<file path="config.mk">
export PLATFORM = sky130hd
export DESIGN_NAME = queue_reader_16_8
export DESIGN_NICKNAME = d
export VERILOG_FILES = /design/src/rtl/queue_reader_16_8.sv
export SDC_FILE = /design/constraint.sdc
export NUM_CORES = 1
export LEC_CHECK = 0
export CAP_MARGIN = 20
export CORE_MARGIN = 2
export CORE_UTILIZATION = 50
export DETAILED_ROUTE_END_ITERATION = 16
export GPL_ROUTABILITY_DRIVEN = 0
export PLACE_DENSITY = 0.83
export SLEW_MARGIN = 10
export SYNTH_ARGS = -nofsm -noshare
export SYNTH_HDL_FRONTEND = slang
export SYNTH_SLANG_ARGS = --single-unit
</file>
<file path="constraint.sdc">
create_clock -name clk -period 2.23 [get_ports clk]
set_clock_uncertainty 0.1 [all_clocks]
set_input_delay 0.5575 -clock clk [delete_from_list [all_inputs] [get_ports clk]]
set_output_delay 0.5575 -clock clk [all_outputs]
set_load 0.1 [all_outputs]
</file>
<file path="src/rtl/queue_reader_16_8.sv">
// Queue drain: pops 16-bit words and serializes each into two bytes on a valid/ready stream.
// Byte order is big-endian unless QUEUE_READER_LOW_FIRST_EN is defined (then low byte first).
module queue_reader_16_8 (
  input  logic        clk,
  input  logic        reset,
  input  logic        enable,
  input  logic        q_empty,
  output logic        q_pop,
  input  logic [15:0] q_dout,
  output logic [7:0]  tx_data,
  output logic        tx_valid,
  input  logic        tx_ready,
  output logic        busy,
  output logic [15:0] word_count
);

  localparam logic [1:0] IDLE = 2'd0;
  localparam logic [1:0] B0   = 2'd1;
  localparam logic [1:0] B1   = 2'd2;

  logic [1:0]  state_r;
  logic [1:0]  state_nxt_s;
  logic [15:0] cur_r;
  logic [15:0] nxt_r;
  logic        nxt_valid_r;
  logic        pop_d_r;
  logic [15:0] word_count_r;
  logic        pop_s;
  logic        load_s;
  logic        word_done_s;
  logic        tx_valid_s;
  logic [7:0]  tx_data_s;
  logic [7:0]  first_byte_s;
  logic [7:0]  second_byte_s;

  // Spacing pops by one cycle keeps the queue's lagging empty flag from causing an over-read.
  assign pop_s = enable & ~q_empty & ~pop_d_r & ~nxt_valid_r & ~reset;

`ifdef QUEUE_READER_LOW_FIRST_EN
  assign first_byte_s  = cur_r[7:0];
  assign second_byte_s = cur_r[15:8];
`else
  assign first_byte_s  = cur_r[15:8];
  assign second_byte_s = cur_r[7:0];
`endif

  // Next state, prefetch hand-off and byte presentation.
  always_comb begin
    state_nxt_s = state_r;
    load_s      = 1'b0;
    word_done_s = 1'b0;
    tx_valid_s  = 1'b0;
    tx_data_s   = 8'h00;
    case (state_r)
      IDLE: begin
        if (nxt_valid_r) begin
          load_s      = 1'b1;
          state_nxt_s = B0;
        end else begin
          state_nxt_s = IDLE;
        end
      end
      B0: begin
        tx_valid_s = 1'b1;
        tx_data_s  = first_byte_s;
        if (tx_ready) begin
          state_nxt_s = B1;
        end else begin
          state_nxt_s = B0;
        end
      end
      B1: begin
        tx_valid_s = 1'b1;
        tx_data_s  = second_byte_s;
        if (tx_ready) begin
          word_done_s = 1'b1;
          if (nxt_valid_r) begin
            load_s      = 1'b1;
            state_nxt_s = B0;
          end else begin
            state_nxt_s = IDLE;
          end
        end else begin
          state_nxt_s = B1;
        end
      end
      default: begin
        state_nxt_s = IDLE;
      end
    endcase
  end

  // State, word registers and sent-word counter.
  always_ff @(posedge clk) begin
    if (reset) begin
      state_r      <= IDLE;
      cur_r        <= 16'h0000;
      nxt_r        <= 16'h0000;
      nxt_valid_r  <= 1'b0;
      pop_d_r      <= 1'b0;
      word_count_r <= 16'h0000;
    end else begin
      state_r <= state_nxt_s;
      pop_d_r <= pop_s;
      if (load_s) begin
        cur_r <= nxt_r;
      end
      // A pop needs an empty slot, so it never coincides with a load out of nxt.
      if (pop_s) begin
        nxt_r       <= q_dout;
        nxt_valid_r <= 1'b1;
      end else if (load_s) begin
        nxt_valid_r <= 1'b0;
      end
      if (word_done_s) begin
        word_count_r <= word_count_r + 16'd1;
      end
    end
  end

  assign q_pop      = pop_s;
  assign tx_valid   = tx_valid_s;
  assign tx_data    = tx_data_s;
  assign busy       = (state_r != IDLE) | nxt_valid_r;
  assign word_count = word_count_r;

endmodule

</file>
==> results of run 1 <==
## sequential cells by signal (all words and copies together) (netlist names)
register     count
cur_r           16
nxt_r           16
nxt_valid_r      1
pop_d_r          1
state_r          2
word_count      16
## power by group
| group | internal (mW) | switching, mW |
|---|---|---|
| logic | 0.129 | 0.137 |
| registers | 0.952 | 0.0196 |
| clock network | 0.248 | 0.302 |
| total | 1.33 | 0.459 |
## cells by family (layout without fill, tap and decap cells)
kind of cell	count (synthesis)	count (layout)
buffers and inverters	19	71
XOR/XNOR	10	10
adder cells (fa/ha/maj)	7	7
multiplexers	18	18
AND/OR/NAND/NOR	110	110
flip-flops	52	52
AO/OA/AOI/OAI	36	36
## layer usage
metal / vias up / GRT usage (%) / wire [um]
met1: 913 / 25.36 / 2141
met5: - / 0 / 0
met3: 8 / 6.329 / 246
met2: 53 / 34.77 / 2577
li1: 957 / - / -
met4: 0 / 6.289 / 78
## final cells by class
class | instances | area share [%]
multi-input cells | 181 | 40.31
flip-flops and latches | 52 | 33.00
repair buffers | 60 | 21.44
clock buffers | 6 | 2.568
well taps | 52 | 2.023
inverters | 3 | 0.3502
clock inverters | 2 | 0.3113
## repair_timing
item,4_1_cts,5_1_grt
resized for setup,18,6
setup endpoints to repair,9,8
setup buffers,2,2
pin swaps,1,1
## cells in the mapped netlist
cell | instances | share of area [%]
buf_4 | 1 | 0.33
nor3b_1 | 1 | 0.33
mux2i_1 | 17 | 7.5
nor2b_1 | 10 | 2.8
nor4_2 | 1 | 0.55
nand4_1 | 4 | 1.1
or4b_1 | 1 | 0.44
xnor2_1 | 2 | 0.78
o21ai_0 | 16 | 3.5
o21ai_1 | 2 | 0.44
xor2_1 | 8 | 3.1
nor2_1 | 29 | 4.8
and4_1 | 2 | 0.78
nand4_2 | 1 | 0.55
a22oi_1 | 8 | 2.7
and4_2 | 1 | 0.44
or2_0 | 1 | 0.28
o21bai_1 | 1 | 0.33
dfxtp_1 | 52 | 46
nand2_1 | 23 | 3.8
buf_2 | 5 | 1.1
or4_1 | 2 | 0.66
buf_1 | 1 | 0.17
inv_1 | 3 | 0.50
nor3_1 | 3 | 0.66
mux2_2 | 1 | 0.50
o31ai_1 | 2 | 0.66
clkbuf_1 | 9 | 1.5
a21oi_1 | 7 | 1.6
nor4_1 | 2 | 0.55
nand2b_1 | 19 | 5.3
nand3_1 | 9 | 2.0
or3_2 | 1 | 0.33
ha_1 | 7 | 3.9
## worst min-delay path, stage by stage (launching register included)
cell      delay [ns]
dfxtp_1         0.32
nand2b_1        0.07
o21ai_1         0.05
## per-stage QoR
| stage | setup slack (ns) | util, % | hold slack (ns) | setup TNS (ns) | instance area [sq um] |
|---|---|---|---|---|---|
| finish | 0.02967 | 73.85 | 0.3720 | 0 | 3216 |
| global route | -0.01697 | 73.85 | 0.3982 | -0.09224 | 3216 |
| CTS | 0.004728 | 73.02 | 0.3757 | 0 | 3179 |
| global placement | -0.07046 | 68.88 | 0.3559 | -0.1406 | 2999 |
| detailed placement | -0.07603 | 68.88 | 0.3598 | -0.5561 | 2999 |
| floorplan | 0.02075 | - | 0.3206 | 0 | 2349 |
## final timing paths
path                                             from  cells after the start                         end  slack [ns]
worst max-delay path            state_r[1]$_SDFF_PP0_                      5                  tx_data[6]        0.03
worst min-delay path            nxt_r[0]$_SDFFE_PP0P_                      2       nxt_r[0]$_SDFFE_PP0P_        0.37
worst max register to register  state_r[0]$_SDFF_PP0_                      6  word_count[9]$_SDFFE_PP0P_        0.20
worst min register to register  nxt_r[0]$_SDFFE_PP0P_                      2       nxt_r[0]$_SDFFE_PP0P_        0.37
==> impl_metrics.ini, run 1 <==
[clock_network]
worstSkewPairLatency_ns = 0.31
cts_tree = built
cts_buffer_depth = 2
clkTransAtPathRegs_ns = 0.09
clkSinkCount = 52
cts-htree-levels = 2
clk_root_buffer_cell = clkbuf_8
cts_made_buffers = 5
hold_buffers = 0

[pwr]
leakage_nw = 1.157
power.total_mw = 1.788
power.density_mw_per_mm2 = 556.1
vdd_ir_drop_max_uv = 389.6

[worst_setup_path]
path_delay_family = flip-flops
worstPathRequired_ns = 1.57
critical_path.max_fanout = 4
critPathBufInv = 3
setup.worst_path.start_class = register
arrival_ns = 1.54
critPathSlowestCell = dfxtp_4
crit_type = reg2out
cp-end-kind = output port
max_stage_delay_ns = 0.39
path_cells = inv_2, ha_4, buf_6, nor2b_4, buf_12

[synthesis]
postSynthAreaPerCell_sq_um = 8.967
synth-xor-area-share_pct = 3.876
synth_top_family_by_area = simple AND/OR/NAND/NOR gates
synthAdderAreaFrac_pct = 3.876
syn_inst = 252
seq_area_frac_synth_pct = 46.07
netlist_area_sq_mm = 0.002260
synth_compound_area_share_pct = 9.192
ys_ff_latch = 52
synthMuxAreaShare_pct = 8.029
synthesis.nets = 280
synth-simple-area-share_pct = 25.36
ys_warn_count = 0
synth_cell_type_count = 34

[drt]
antenna_left = 0
drc = 0
wire_per_inst_um = 14.17
drtIter0Drc = 107
vias_per_cell = 5.424
route.vias.total = 1931
wirelength_um = 5044
drtPass1Iterations = 4

[die]
die_y_um = 71.23
die-area_sq_mm = 0.005073
design.core.area_sq_mm = 0.004354
start_util_pct = 51.90
ios = 48
die_w_um = 71.23
num_rows = 24

[timing]
hold_viol = 0
fmax_mhz = 454.5
drv_slew = 0
slew_headroom_pct = 68.23
min_period_ns = 2.200
min_period_over_period_pct = 98.67
finalSetupViolCount = 0
max_slew.worst_pin.slew_ns = 0.4765

[finish]
syn2layout_area_growth_pct = 42.30
fill_cells = 283
final_cell_mix = dfxtp_1 (40), nor2_1 (29), buf_4 (24), nand2_1 (23)
layout.cells.non_filler = 356
multiInputGateArea_sq_mm = 0.001296
nets = 331
seq_area_sq_mm = 0.001061
final_common_cell = dfxtp_1
final_layout_size_suffix_gt1_share_pct = 28.95
diodes = 0

[global_routing]
overflow = 0
grt_antenna_before_repair = 0
grtUsageTotal_pct = 20.62
grt_max_degree = 54
grt_pass1_vias = 1824
grt_pass1_wl_um = 8328

[placement]
dp_hpwl_um = 3267
port_buffers = 47
placed_cells = 344

[run_status]
status = finished clean

[run]
drv_cap = 0

[hold_path]
holdCritPathClass = reg2reg
No activity file was read; power rests on OpenSTA's default activity.
==> inputs of run 2 (changes only) <==
--- a/config.mk
+++ b/config.mk
@@ -7,11 +7,11 @@
 export LEC_CHECK = 0
 export CAP_MARGIN = 20
 export CORE_MARGIN = 2
-export CORE_UTILIZATION = 50
+export CORE_UTILIZATION = 30
 export DETAILED_ROUTE_END_ITERATION = 16
 export GPL_ROUTABILITY_DRIVEN = 0
-export PLACE_DENSITY = 0.83
-export SLEW_MARGIN = 10
+export PLACE_DENSITY = 0.56
+export SLEW_MARGIN = 20
 export SYNTH_ARGS = -nofsm -noshare
 export SYNTH_HDL_FRONTEND = slang
 export SYNTH_SLANG_ARGS = --single-unit
==> impl_metrics.ini, run 2 (synthesis gave the netlist of run 1 again) <==
[worst_setup_path]
cp-end-kind = output port
critPathSlowestCell = dfxtp_2
critical_path.max_fanout = 4
path_cells = inv_2, ha_4, buf_4, nor2b_4, buf_12
arrival_ns = 1.51
setup.worst_path.start_class = register
rr_worst_depth = 6
crit_type = reg2out
max_stage_delay_ns = 0.37
worstPathRequired_ns = 1.57

[finish]
final_layout_size_suffix_gt1_share_pct = 29.64
layout.cells.non_filler = 406
stdcell_area_sq_mm = 0.003306
seq_area_sq_mm = 0.001059
final_common_cell = dfxtp_1
final_cell_mix = dfxtp_1 (40), nor2_1 (29), buf_4 (25), nand2_1 (23), nand2b_1 (18)
diodes = 0
syn2layout_area_growth_pct = 46.29
fill_cells = 739
nets = 334
multiInputGateArea_sq_mm = 0.001286

[global_routing]
grt_pass1_wl_um = 8638
grt_max_degree = 54
grt_antenna_before_repair = 0
overflow = 0
grtUsageTotal_pct = 12.68
grt_pass1_vias = 1807

[placement]
placed_cells = 394
dpl_cell_area_sq_mm = 0.003105
port_buffers = 47
dp_hpwl_um = 3501

[pwr]
vdd_ir_drop_max_uv = 243.7
leakage_nw = 1.176
power.total_mw = 1.775
power.density_mw_per_mm2 = 537.0

[die]
die_w_um = 90.79
start_util_pct = 30.99
num_rows = 31
ios = 48
die-area_sq_mm = 0.008243
die_y_um = 90.79
design.core.area_sq_mm = 0.007292

[timing]
fmax_mhz = 461.0
drv_slew = 0
min_period_ns = 2.169
slew_headroom_pct = 67.09
finalSetupViolCount = 0
whs_ns = 0.3762
min_period_over_period_pct = 97.27
hold_viol = 0
rsz0062_at_grt = false
fin_setup_tns_ns = 0
max_slew.worst_pin.slew_ns = 0.4936

[clock_network]
clkSinkCount = 52
hold_buffers = 0
cts_buffer_depth = 2
cts_made_buffers = 5
clkTransAtPathRegs_ns = 0.10
cts-htree-levels = 2
cts_tree = built
clk_root_buffer_cell = clkbuf_8
worstSkewPairLatency_ns = 0.30

[drt]
drc = 0
route.vias.total = 1881
drtPass1Iterations = 4
vias_per_cell = 4.633
antenna_left = 0
wire_per_inst_um = 12.54
wirelength_um = 5091
drtIter0Drc = 67

[hold_path]
holdCritPathClass = reg2reg
hold_depth = 2

[run]
drv_cap = 0

[run_status]
status = finished clean
## run 2: cell types whose count changed in the layout (fill, tap and decap cells not counted)
| cell | before | now |
|---|---|---|
| clkbuf_8 | 6 | 5 |
| buf_12 | 15 | 17 |
| inv_4 | 0 | 1 |
| dfxtp_2 | 10 | 11 |
| dfxtp_4 | 2 | 1 |
| buf_4 | 24 | 25 |
| ha_2 | 0 | 1 |
| ha_4 | 3 | 2 |
| dlygate4sd2_1 | 2 | 3 |
| clkdlybuf4s50_1 | 18 | 17 |
| clkinv_4 | 0 | 1 |
| inv_2 | 2 | 1 |
## run 2: critical path, delay by kind of cell, from the launching register on
| kind | cells | cell delay (ns) |
|---|---|---|
| and+or+nand+nor | 1 | 0.16 |
| adders and majority gates | 1 | 0.29 |
| DFF | 1 | 0.37 |
| buffers and inverters | 3 | 0.39 |
## run 2: path summary, 6_finish.rpt
check                        start                          to  slack (ns)
max          state_r[1]$_SDFF_PP0_                  tx_data[5]        0.06
min          nxt_r[1]$_SDFFE_PP0P_       nxt_r[1]$_SDFFE_PP0P_        0.38
max reg2reg  state_r[0]$_SDFF_PP0_  word_count[9]$_SDFFE_PP0P_        0.31
min reg2reg  nxt_r[1]$_SDFFE_PP0P_       nxt_r[1]$_SDFFE_PP0P_        0.38
## run 2: metal layers
layer	global-route usage (%)	share of wire, %
met5	0	0
met4	3.283	0.88
met3	3.172	3.8
met2	20.71	48
met1	16.74	47
## run 2: what timing repair did
item,4_1_cts,5_1_grt
setup buffers,2,2
gates resized for setup,17,7
pin swaps,8,3
setup endpoints to repair,9,8
## run 2: final cells by class
type | instances | area share (%)
clock buffers | 5 | 2.082
multi-input cells | 181 | 38.91
inverters | 3 | 0.4164
clock inverters | 3 | 0.5678
flip-flops and latches | 52 | 32.02
repair buffers | 63 | 22.26
well taps | 99 | 3.747
## run 2: through the flow
stage                     utilization (%)  setup WS [ns]
after detailed placement            42.59       -0.09042
final                               45.33        0.06098
after CTS                           44.82       0.001705
after global routing                45.33       0.002221
after floorplan                         -        0.02075
after global placement              42.59       -0.04860
## run 2: power breakdown
| group | internal (mW) | total, mW | switching (mW) |
|---|---|---|---|
| Clock | 0.220 | 0.539 | 0.319 |
| Combinational | 0.130 | 0.265 | 0.135 |
| Sequential | 0.953 | 0.972 | 0.0182 |
==> inputs of run 3 (changes only) <==
--- a/config.mk
+++ b/config.mk
@@ -9,8 +9,10 @@
 export CORE_MARGIN = 2
 export CORE_UTILIZATION = 30
 export DETAILED_ROUTE_END_ITERATION = 16
+export DONT_BUFFER_PORTS = 1
 export GPL_ROUTABILITY_DRIVEN = 0
-export PLACE_DENSITY = 0.56
+export GPL_TIMING_DRIVEN = 1
+export PLACE_DENSITY = 0.48
 export SLEW_MARGIN = 20
 export SYNTH_ARGS = -nofsm -noshare
 export SYNTH_HDL_FRONTEND = slang
==> impl_metrics.ini, run 3 (synthesis gave the netlist of run 1 again) <==
[timing]
fin_ws_ns = 0.03343
rsz0062_at_grt = true
fmax_mhz = 455.3
drv_slew = 0
slew_headroom_pct = 77.32
min_period_ns = 2.197
min_period_over_period_pct = 98.50
finalSetupViolCount = 0
hold_viol = 0
fin_setup_tns_ns = 0
max_slew.worst_pin.slew_ns = 0.3403

[finish]
diodes = 0
final_layout_size_suffix_gt1_share_pct = 29.14
fill_cells = 753
final_cell_mix = dfxtp_1 (40), nor2_1 (29), nand2_1 (23), buf_4 (23), nand2b_1 (19)
final_common_cell = dfxtp_1
nets = 307
syn2layout_area_growth_pct = 31.51

[clock_network]
clk_root_buffer_cell = clkbuf_8
clkSinkCount = 52
cts_buffer_depth = 2
worstSkewPairLatency_ns = 0.30
hold_buffers = 0
cts-htree-levels = 2
clkTransAtPathRegs_ns = 0.09
cts_made_buffers = 5
cts_tree = built

[pwr]
leakage_nw = 1.035
power.density_mw_per_mm2 = 599.5
vdd_ir_drop_max_uv = 260.0

[drt]
drtIter0Drc = 49
drtPass1Iterations = 4
route.vias.total = 1758
vias_per_cell = 4.663
wirelength_um = 4987
wire_per_inst_um = 13.23
drc = 0
antenna_left = 0

[worst_setup_path]
cp-end-kind = output port
arrival_ns = 1.54
r2r-end = word_count[14]$_SDFFE_PP0P_
rr_worst_depth = 7
crit_type = reg2out
rrSetupSlack_ns = 0.32
worstPathRequired_ns = 1.57
crit-reg2reg-launch = state_r[0]$_SDFF_PP0_
critical_path.max_fanout = 4
setup.worst_path.start_class = register

[hold_path]
hold_depth = 1
min_to = word_count[9]$_SDFFE_PP0P_
holdCritPathClass = in2reg
worstHoldStart = reset

[global_routing]
grtUsageTotal_pct = 12.43
grt_max_degree = 55
overflow = 0
grt_pass1_vias = 1668
grt_antenna_before_repair = 0
grt_pass1_wl_um = 8142

[placement]
place_ws_ns = 0.1648
dp_hpwl_um = 3370
port_buffers = 0

[die]
design.core.area_sq_mm = 0.007292
num_rows = 31
ios = 48
die-area_sq_mm = 0.008243
start_util_pct = 30.99
die_y_um = 90.79
die_w_um = 90.79

[run_status]
status = finished clean

[run]
drv_cap = 0
## run 3: layout make-up
cell class | instances | area (sq um) | area share [%]
Timing Repair Buffer | 36 | 402.9 | 13.56
Multi-Input combinational cell | 181 | 1279 | 43.03
Tap cell | 99 | 123.9 | 4.168
Inverter | 3 | 11.26 | 0.3789
Sequential cell | 52 | 1056 | 35.54
Clock inverter | 1 | 30.03 | 1.011
Clock buffer | 5 | 68.82 | 2.316
## run 3: per-stage QoR
stage | hold slack (ns) | utilization, % | area, sq um | cells | power, mW
after floorplan | 0.3206 | - | 2349 | 252 | 1.141
after global placement | 0.3528 | 38.19 | 2785 | 368 | 1.168
after detailed placement | 0.3571 | 38.19 | 2785 | 368 | 1.170
after CTS | 0.1954 | 40.27 | 2937 | 375 | 1.800
after global routing | 0.2129 | 40.75 | 2972 | 377 | 1.844
final | 0.2210 | 40.75 | 2972 | 377 | 1.782
## run 3: report_power, final
part / total, mW / switching (mW) / internal [mW]
combinational: 0.186 / 0.109 / 0.0773
sequential: 0.971 / 0.0177 / 0.954
clock: 0.624 / 0.301 / 0.323
total: 1.78 / 0.428 / 1.35
## run 3: repair_timing
action                     CTS  global route
setup buffers                1             1
gates cloned                 0             1
pin swaps                    8             2
gates resized for setup     12             6
setup endpoints to repair    8             8
## run 3: critical path: stages, from the launching register on
cell,delay [ns]
dfxtp_2,0.35
buf_4,0.14
ha_4,0.15
buf_4,0.15
a22oi_2,0.20
nor2b_4,0.07
buf_12,0.17
## run 3: per-layer routing
layer	part of all wire (%)	vias up	track usage, %
met4	1.4	0	4.545
met3	5.4	6	3.840
met5	0	-	0
met2	47	38	20.15
met1	47	808	15.53
li1	-	906	-
## run 3: worst max-delay path by stage
| stage | startpoint | end | cells past startpoint |
|---|---|---|---|
| 3_5_place_dp | state_r[0]$_SDFF_PP0_ | tx_data[0] | 6 |
| 6_report | state_r[1]$_SDFF_PP0_ | tx_data[0] | 6 |
| 5_1_grt | state_r[1]$_SDFF_PP0_ | tx_data[4] | 6 |
| 4_1_cts | state_r[1]$_SDFF_PP0_ | tx_data[0] | 6 |
| 2_1_floorplan | reset | q_pop | 3 |
| 3_3_place_gp | state_r[0]$_SDFF_PP0_ | tx_data[3] | 6 |
